## config.mk

```make
export PLATFORM = sky130hd
export DESIGN_NAME = manual_setpoint_ctrl_flat
export DESIGN_NICKNAME = d
export VERILOG_FILES = /design/src/rtl/manual_setpoint_ctrl_if.sv /design/src/rtl/manual_setpoint_ctrl.sv /design/src/flat_wrapper.sv
export SDC_FILE = /design/constraint.sdc
export NUM_CORES = 1
export LEC_CHECK = 0
export BUFFER_PORTS_ARGS = -buffer_cell sky130_fd_sc_hd__clkbuf_2
export CORE_MARGIN = 4
export CORE_UTILIZATION = 48
export CTS_BUF_LIST = sky130_fd_sc_hd__clkbuf_4 sky130_fd_sc_hd__clkbuf_8 sky130_fd_sc_hd__clkbuf_16
export DETAILED_ROUTE_END_ITERATION = 7
export PLACE_DENSITY = 0.8
export RECOVER_POWER = 25
export REMOVE_ABC_BUFFERS = 1
export SYNTH_ARGS = -nofsm -noshare
export SYNTH_HDL_FRONTEND = slang
export SYNTH_SLANG_ARGS = --single-unit
```

## constraint.sdc

```tcl
create_clock -name clk -period 2.4 [get_ports clk]
set_input_delay 0.24 -clock clk [delete_from_list [all_inputs] [get_ports clk]]
set_output_delay 0.24 -clock clk [all_outputs]
set_load 0.03 [all_outputs]
```

## src/rtl/manual_setpoint_ctrl_if.sv

```systemverilog
// Operator-entry and set-point output bundle for manual_setpoint_ctrl.
// master = operator front end / actuator side, slave = the controller.
interface manual_setpoint_ctrl_if #(
    parameter int ANGLE_W = 5,
    parameter int REFL_N  = 1
);
    logic               enable;
    logic [ANGLE_W-1:0] angle;
    logic               angle_set;
    logic [REFL_N-1:0]  refl;
    logic               refl_set;
    logic               enter;
    logic               cancel;
    logic [ANGLE_W-1:0] angle_out;
    logic [REFL_N-1:0]  refl_out;
    logic               done;
    logic               busy;
    logic [1:0]         err;

    modport master (
        output enable, angle, angle_set, refl, refl_set, enter, cancel,
        input  angle_out, refl_out, done, busy, err
    );

    modport slave (
        input  enable, angle, angle_set, refl, refl_set, enter, cancel,
        output angle_out, refl_out, done, busy, err
    );
endinterface

```

## src/rtl/manual_setpoint_ctrl.sv

```systemverilog
// Manual set-point entry FSM: angle -> reflector -> confirm, with range check,
// idle timeout and atomic commit. Optional angle ramping under `SLEW_LIMIT_EN`.
module manual_setpoint_ctrl #(
    parameter int ANGLE_W   = 5,
    parameter int ANGLE_MAX = 24,
    parameter int REFL_N    = 1,
    parameter int TIMEOUT   = 1000,
    parameter int SLEW_DIV  = 4
) (
    input  logic                   clk,
    input  logic                   res,
    manual_setpoint_ctrl_if.slave  bus
);
    localparam int CNT_W = (TIMEOUT > 2) ? $clog2(TIMEOUT) : 1;
    localparam logic [CNT_W-1:0]   T_LAST = CNT_W'(TIMEOUT - 1);
    localparam logic [ANGLE_W-1:0] A_MAX  = ANGLE_W'(ANGLE_MAX);

    typedef enum logic [1:0] {IDLE, ANGLE, REFL, CONFIRM} state_t;

    state_t             state_q, state_d;
    logic [CNT_W-1:0]   cnt_q, cnt_d;
    logic               as_q, as_d, rs_q, rs_d, ent_q, ent_d;
    logic [ANGLE_W-1:0] sh_angle_q, sh_angle_d;
    logic [REFL_N-1:0]  sh_refl_q, sh_refl_d;
    logic [ANGLE_W-1:0] target_q, target_d;
    logic [REFL_N-1:0]  refl_out_q, refl_out_d;
    logic               done_q, done_d;
    logic [1:0]         err_q, err_d;
    logic               as_edge, rs_edge, ent_edge;

    assign as_edge  = bus.angle_set & ~as_q;
    assign rs_edge  = bus.refl_set  & ~rs_q;
    assign ent_edge = bus.enter     & ~ent_q;

    always_comb begin
        state_d    = state_q;
        cnt_d      = cnt_q + CNT_W'(1);
        as_d       = bus.angle_set;
        rs_d       = bus.refl_set;
        ent_d      = bus.enter;
        sh_angle_d = sh_angle_q;
        sh_refl_d  = sh_refl_q;
        target_d   = target_q;
        refl_out_d = refl_out_q;
        done_d     = 1'b0;
        err_d      = err_q;

        if (state_q == IDLE) begin
            cnt_d = '0;
            if (bus.enable) state_d = ANGLE;
        end else if (bus.cancel || !bus.enable) begin
            state_d    = IDLE;
            cnt_d      = '0;
            err_d      = 2'd3;
            sh_angle_d = '0;
            sh_refl_d  = '0;
        end else if (cnt_q == T_LAST) begin
            state_d    = IDLE;
            cnt_d      = '0;
            err_d      = 2'd2;
            sh_angle_d = '0;
            sh_refl_d  = '0;
        end else begin
            unique case (state_q)
                ANGLE: if (as_edge) begin
                    // A rejected angle is not an accepted strobe; the idle clock keeps running.
                    if (bus.angle <= A_MAX) begin
                        sh_angle_d = bus.angle;
                        state_d    = REFL;
                        cnt_d      = '0;
                    end else begin
                        err_d = 2'd1;
                    end
                end
                REFL: if (rs_edge) begin
                    sh_refl_d = bus.refl;
                    state_d   = CONFIRM;
                    cnt_d     = '0;
                end
                CONFIRM: if (ent_edge) begin
                    target_d   = sh_angle_q;
                    refl_out_d = sh_refl_q;
                    done_d     = 1'b1;
                    err_d      = 2'd0;
                    state_d    = IDLE;
                    cnt_d      = '0;
                end
                default: state_d = IDLE;
            endcase
        end
    end

    always_ff @(posedge clk or posedge res) begin
        if (res) begin
            state_q    <= IDLE;
            cnt_q      <= '0;
            as_q       <= 1'b0;
            rs_q       <= 1'b0;
            ent_q      <= 1'b0;
            sh_angle_q <= '0;
            sh_refl_q  <= '0;
            target_q   <= '0;
            refl_out_q <= '0;
            done_q     <= 1'b0;
            err_q      <= 2'd0;
        end else begin
            state_q    <= state_d;
            cnt_q      <= cnt_d;
            as_q       <= as_d;
            rs_q       <= rs_d;
            ent_q      <= ent_d;
            sh_angle_q <= sh_angle_d;
            sh_refl_q  <= sh_refl_d;
            target_q   <= target_d;
            refl_out_q <= refl_out_d;
            done_q     <= done_d;
            err_q      <= err_d;
        end
    end

`ifdef SLEW_LIMIT_EN
    localparam int DIV_W = $clog2(SLEW_DIV + 1);
    localparam logic [DIV_W-1:0] DIV_LAST = DIV_W'(SLEW_DIV - 1);

    logic [ANGLE_W-1:0] angle_q, angle_d;
    logic [DIV_W-1:0]   div_q, div_d;

    // Ramp always starts from the current output, so a retarget never jumps.
    always_comb begin
        angle_d = angle_q;
        div_d   = div_q + DIV_W'(1);
        if (angle_q == target_q) begin
            div_d = '0;
        end else if (div_q == DIV_LAST) begin
            div_d   = '0;
            angle_d = (angle_q < target_q) ? angle_q + ANGLE_W'(1) : angle_q - ANGLE_W'(1);
        end
    end

    always_ff @(posedge clk or posedge res) begin
        if (res) begin
            angle_q <= '0;
            div_q   <= '0;
        end else begin
            angle_q <= angle_d;
            div_q   <= div_d;
        end
    end

    assign bus.angle_out = angle_q;
    assign bus.busy      = (state_q != IDLE) || (angle_q != target_q);
`else
    // SLEW_DIV only matters when ramping; this empty block keeps it referenced.
    if (SLEW_DIV < 1) begin : g_slew_div_unused
    end

    assign bus.angle_out = target_q;
    assign bus.busy      = (state_q != IDLE);
`endif

    assign bus.refl_out = refl_out_q;
    assign bus.done     = done_q;
    assign bus.err      = err_q;
endmodule

```

## src/flat_wrapper.sv

```systemverilog
// flat-port wrapper written by rule: the top's interface ports become plain ports
module manual_setpoint_ctrl_flat 
#(
    parameter int ANGLE_W   = 5,
    parameter int ANGLE_MAX = 24,
    parameter int REFL_N    = 1,
    parameter int TIMEOUT   = 1000,
    parameter int SLEW_DIV  = 4
)
  (clk, res, bus_enable, bus_angle, bus_angle_set, bus_refl, bus_refl_set, bus_enter, bus_cancel, bus_angle_out, bus_refl_out, bus_done, bus_busy, bus_err);
  manual_setpoint_ctrl_if #(.ANGLE_W(ANGLE_W), .REFL_N(REFL_N)) bus_i ();
  input  logic clk;
  input  logic res;
  input wire logic [$bits(bus_i.enable)-1:0] bus_enable;
  input wire logic [$bits(bus_i.angle)-1:0] bus_angle;
  input wire logic [$bits(bus_i.angle_set)-1:0] bus_angle_set;
  input wire logic [$bits(bus_i.refl)-1:0] bus_refl;
  input wire logic [$bits(bus_i.refl_set)-1:0] bus_refl_set;
  input wire logic [$bits(bus_i.enter)-1:0] bus_enter;
  input wire logic [$bits(bus_i.cancel)-1:0] bus_cancel;
  output wire logic [$bits(bus_i.angle_out)-1:0] bus_angle_out;
  output wire logic [$bits(bus_i.refl_out)-1:0] bus_refl_out;
  output wire logic [$bits(bus_i.done)-1:0] bus_done;
  output wire logic [$bits(bus_i.busy)-1:0] bus_busy;
  output wire logic [$bits(bus_i.err)-1:0] bus_err;
  assign bus_i.enable = bus_enable;
  assign bus_i.angle = bus_angle;
  assign bus_i.angle_set = bus_angle_set;
  assign bus_i.refl = bus_refl;
  assign bus_i.refl_set = bus_refl_set;
  assign bus_i.enter = bus_enter;
  assign bus_i.cancel = bus_cancel;
  assign bus_angle_out = bus_i.angle_out;
  assign bus_refl_out = bus_i.refl_out;
  assign bus_done = bus_i.done;
  assign bus_busy = bus_i.busy;
  assign bus_err = bus_i.err;
  manual_setpoint_ctrl #(.ANGLE_W(ANGLE_W), .ANGLE_MAX(ANGLE_MAX), .REFL_N(REFL_N), .TIMEOUT(TIMEOUT), .SLEW_DIV(SLEW_DIV)) u_core (.clk(clk), .res(res), .bus(bus_i));
endmodule
```

==> impl_metrics.json <==
{
  "via_per_inst": 5.38,
  "netlist_area_mm2": 0.00154,
  "rows": 20,
  "status": "finished clean",
  "worst-path-max-fanout": 6,
  "cp_num_buf_inv": 0,
  "grt_pass1_vias": 1145,
  "synth.distinct_cells": 37,
  "power_density_mw_per_mm2": 644,
  "cts_tree": "yes",
  "yosysMostFrequentCell": "dfrtp_1",
  "clkPwrFrac_pct": 24.3,
  "fp.dieW_um": 64.6,
  "cap_violations": 0,
  "setup_viol": 0,
  "placeableCoreArea_mm2": 0.00305,
  "wl_mm": 3.02,
  "fin_util_pct": 57.2,
  "finalMaxSlewViolations": 0,
  "syn_to_final_growth_pct": 13.8,
  "vias": 1086,
  "synth_common_cells": "dfrtp_1 (30), nor2_1 (14), a22o_1 (7), nand2_1 (7)",
  "crit_path_max_incr_delay_ps": 470,
  "seq_area_frac_synth_pct": 48.9,
  "cts_sinks": 30,
  "cp-start-kind": "flip-flop",
  "syn_area_per_cell_um2": 12.0,
  "start_util_pct": 50.3,
  "cts.path.max_buffers": 2,
  "synth_largest_area_cell": "dfrtp_1",
  "nFillCells": 276,
  "setup_ws_ps": 337,
  "wl_per_cell_um": 14.9,
  "internal-power_mw": 0.753,
  "clk_latency_ps": 330,
  "cts.repair.resized": 0,
  "drtAntennaViolNets": 0,
  "hpwl_mm": 2.25,
  "p_leak_nw": 0.774,
  "ys_async_sr_fraction_pct": 100,
  "ys_ff_latch": 30,
  "setup_tns_ps": 0,
  "hold_class": "in2reg",
  "cp.required_ps": 2620,
  "worstMarginPinSlew_ps": 739,
  "hold_ws_ps": 47.9,
  "cts_inserted_buffers": 5,
  "clock_skew_ps": 9.79,
  "timing.final.crit_share_pct": 86.0,
  "end_kind": "flip-flop",
  "swShare_pct": 33.1,
  "crit_family": "simple AND/OR/NAND/NOR gates",
  "die_height_um": 64.6,
  "ir_drop_v": 0.000261,
  "synth_top_cell_area_share_pct": 48.9,
  "switchingPower_mw": 0.372,
  "max_slew_margin_pct": 50.4,
  "grt_overflow_total": 0,
  "port_buffers": 22,
  "preCtsSetupSlack_ps": 332,
  "num_antenna_cells": 0,
  "nets": 177,
  "root_buffer": "clkbuf_4",
  "boundaryPins": 23,
  "multi_input_area_um2": 739,
  "grt_pass1_wl_mm": 5.18,
  "worstSetupPathType": "reg2reg",
  "cts_setup_buffers": 0,
  "synthTopCellsByArea": "dfrtp_1 (49%), mux2_4 (5.9%), ha_1 (4.9%)",
  "antenna_found_initial": 0,
  "comb_power_share_pct": 27.1,
  "hold_violations": 0,
  "place_area_mm2": 0.00169,
  "fin_cells": 202,
  "fmax_mhz": 485,
  "rsz0062_at_grt": "false",
  "placedCellCount": 194,
  "pwr-share-seq_pct": 48.7,
  "grt_max_degree": 31,
  "fp.dieArea_mm2": 0.00417,
  "htreeDepth": 2,
  "finalInstanceArea_mm2": 0.00175,
  "design_power_total_mw": 1.12,
  "track_usage_pct": 16.5,
  "first_iter_violations": 85,
  "layout-drive-gt1-share_pct": 27.8,
  "slowest_stage": "and4b_1",
  "synth_edf_count": 0,
  "gp_congestion": 0.843,
  "first_pass_iters": 4,
  "period_needed_ps": 2060,
  "crit_path_cell_trace": "ha_1, and4bb_4, a31oi_4, and4b_1, mux2_4",
  "ys.warnings.count": 0,
  "synthCells": 128,
  "ff_latch_area_um2": 751,
  "drc": 0,
  "path_clk_slew_ps": 90,
  "synthFlopType": "dfrtp_1",
  "worstPathArrival_ps": 2290
}
-- worst paths after layout --
kind / from / end / slack [ps] / cells past startpoint
max: u_core.cnt_q[0] / u_core.bus.angle_out[1] / 340 / 5
min: bus_refl_set / u_core.rs_q / 50 / 1
max reg2reg: u_core.cnt_q[0] / u_core.bus.angle_out[1] / 340 / 5
min reg2reg: u_core.bus.err[1] / u_core.bus.err[1] / 490 / 1
max in group asynchronous: res / u_core.cnt_q[5] / 1630 / 4
min in group asynchronous: res / u_core.bus.angle_out[2] / 490 / 4
-- power groups by stage --
stage | Clock [mW] | Combinational, mW | Sequential (mW)
after global routing | 0.308 | 0.339 | 0.551
after floorplan | 0 | 0.212 | 0.561
final | 0.273 | 0.304 | 0.547
after detailed placement | 0 | 0.303 | 0.557
after global placement | 0 | 0.296 | 0.555
after CTS | 0.286 | 0.306 | 0.547
-- cell families (layout without fill, tap and decap cells) --
group	count (synthesis)	after routing	share of synthesized area, %
muxes	7	7	6.52
buffers and inverters	8	38	2.93
adders and majority gates	6	6	4.89
xor gates and xnor gates	8	8	4.56
AOI/OAI and AO/OA	22	22	14.3
and+or+nand+nor	47	47	17.8
DFF	30	30	48.9
-- per-layer routing --
metal / GRT usage [%] / part of all wire [%]
met5: 0 / 0
met2: 26.7 / 48
met3: 4.33 / 5.4
met4: 9.23 / 2.2
met1: 20.0 / 44
-- cell usage in the layout (no fill, tap or decap), types with 2 or more instances in the layout --
cell      synthesis  layout
xnor2_1           6       6
nor3_1            3       3
dfrtp_1          30      30
clkbuf_1          0       3
buf_4             0       2
a21oi_1           2       2
clkinv_2          0       2
clkbuf_2          0      19
nand3_1           4       4
and4b_1           2       2
nand2b_1          5       5
mux2_4            6       6
xor2_1            2       2
a22o_1            7       7
a21o_1            3       3
a31oi_4           2       2
clkbuf_4          0       5
inv_1             6       6
nand3b_1          2       2
nor2_1           14      14
ha_1              6       6
nand2_1           7       7
-- worst register-to-register path: cells and delay by family, from the launching register on --
family	cells	cell delay (ps)
multiplexers	1	340
adder cells (fa/ha/maj)	1	260
AO/OA/AOI/OAI	1	240
flip-flops	1	410
AND/OR/NAND/NOR	2	710
-- timing repair --
| item | 4_1_cts | 5_1_grt |
|---|---|---|
| hold buffers | 1 | 0 |
| endpoints found under the setup margin | 0 | 0 |
| endpoints found under the hold margin | 30 | 0 |
-- sequential cells by signal, summed over array words and instances, names as in the netlist --
name	count
u_core.state_q	2
u_core.sh_refl_q	1
u_core.bus.angle_out	5
u_core.sh_angle_q	5
u_core.ent_q	1
u_core.bus.err	2
u_core.cnt_q	10
u_core.bus.refl_out	1
u_core.bus.done	1
u_core.rs_q	1
u_core.as_q	1
-- layout make-up --
cell class	count	share of cell area, %
multi-input cells	90	42.3
clock inverters	2	0.573
flip-flops and latches	30	43.0
well taps	44	3.15
clock buffers	5	2.15
repair buffers	25	7.52
inverters	6	1.29
No activity file was read; power rests on OpenSTA's default activity.
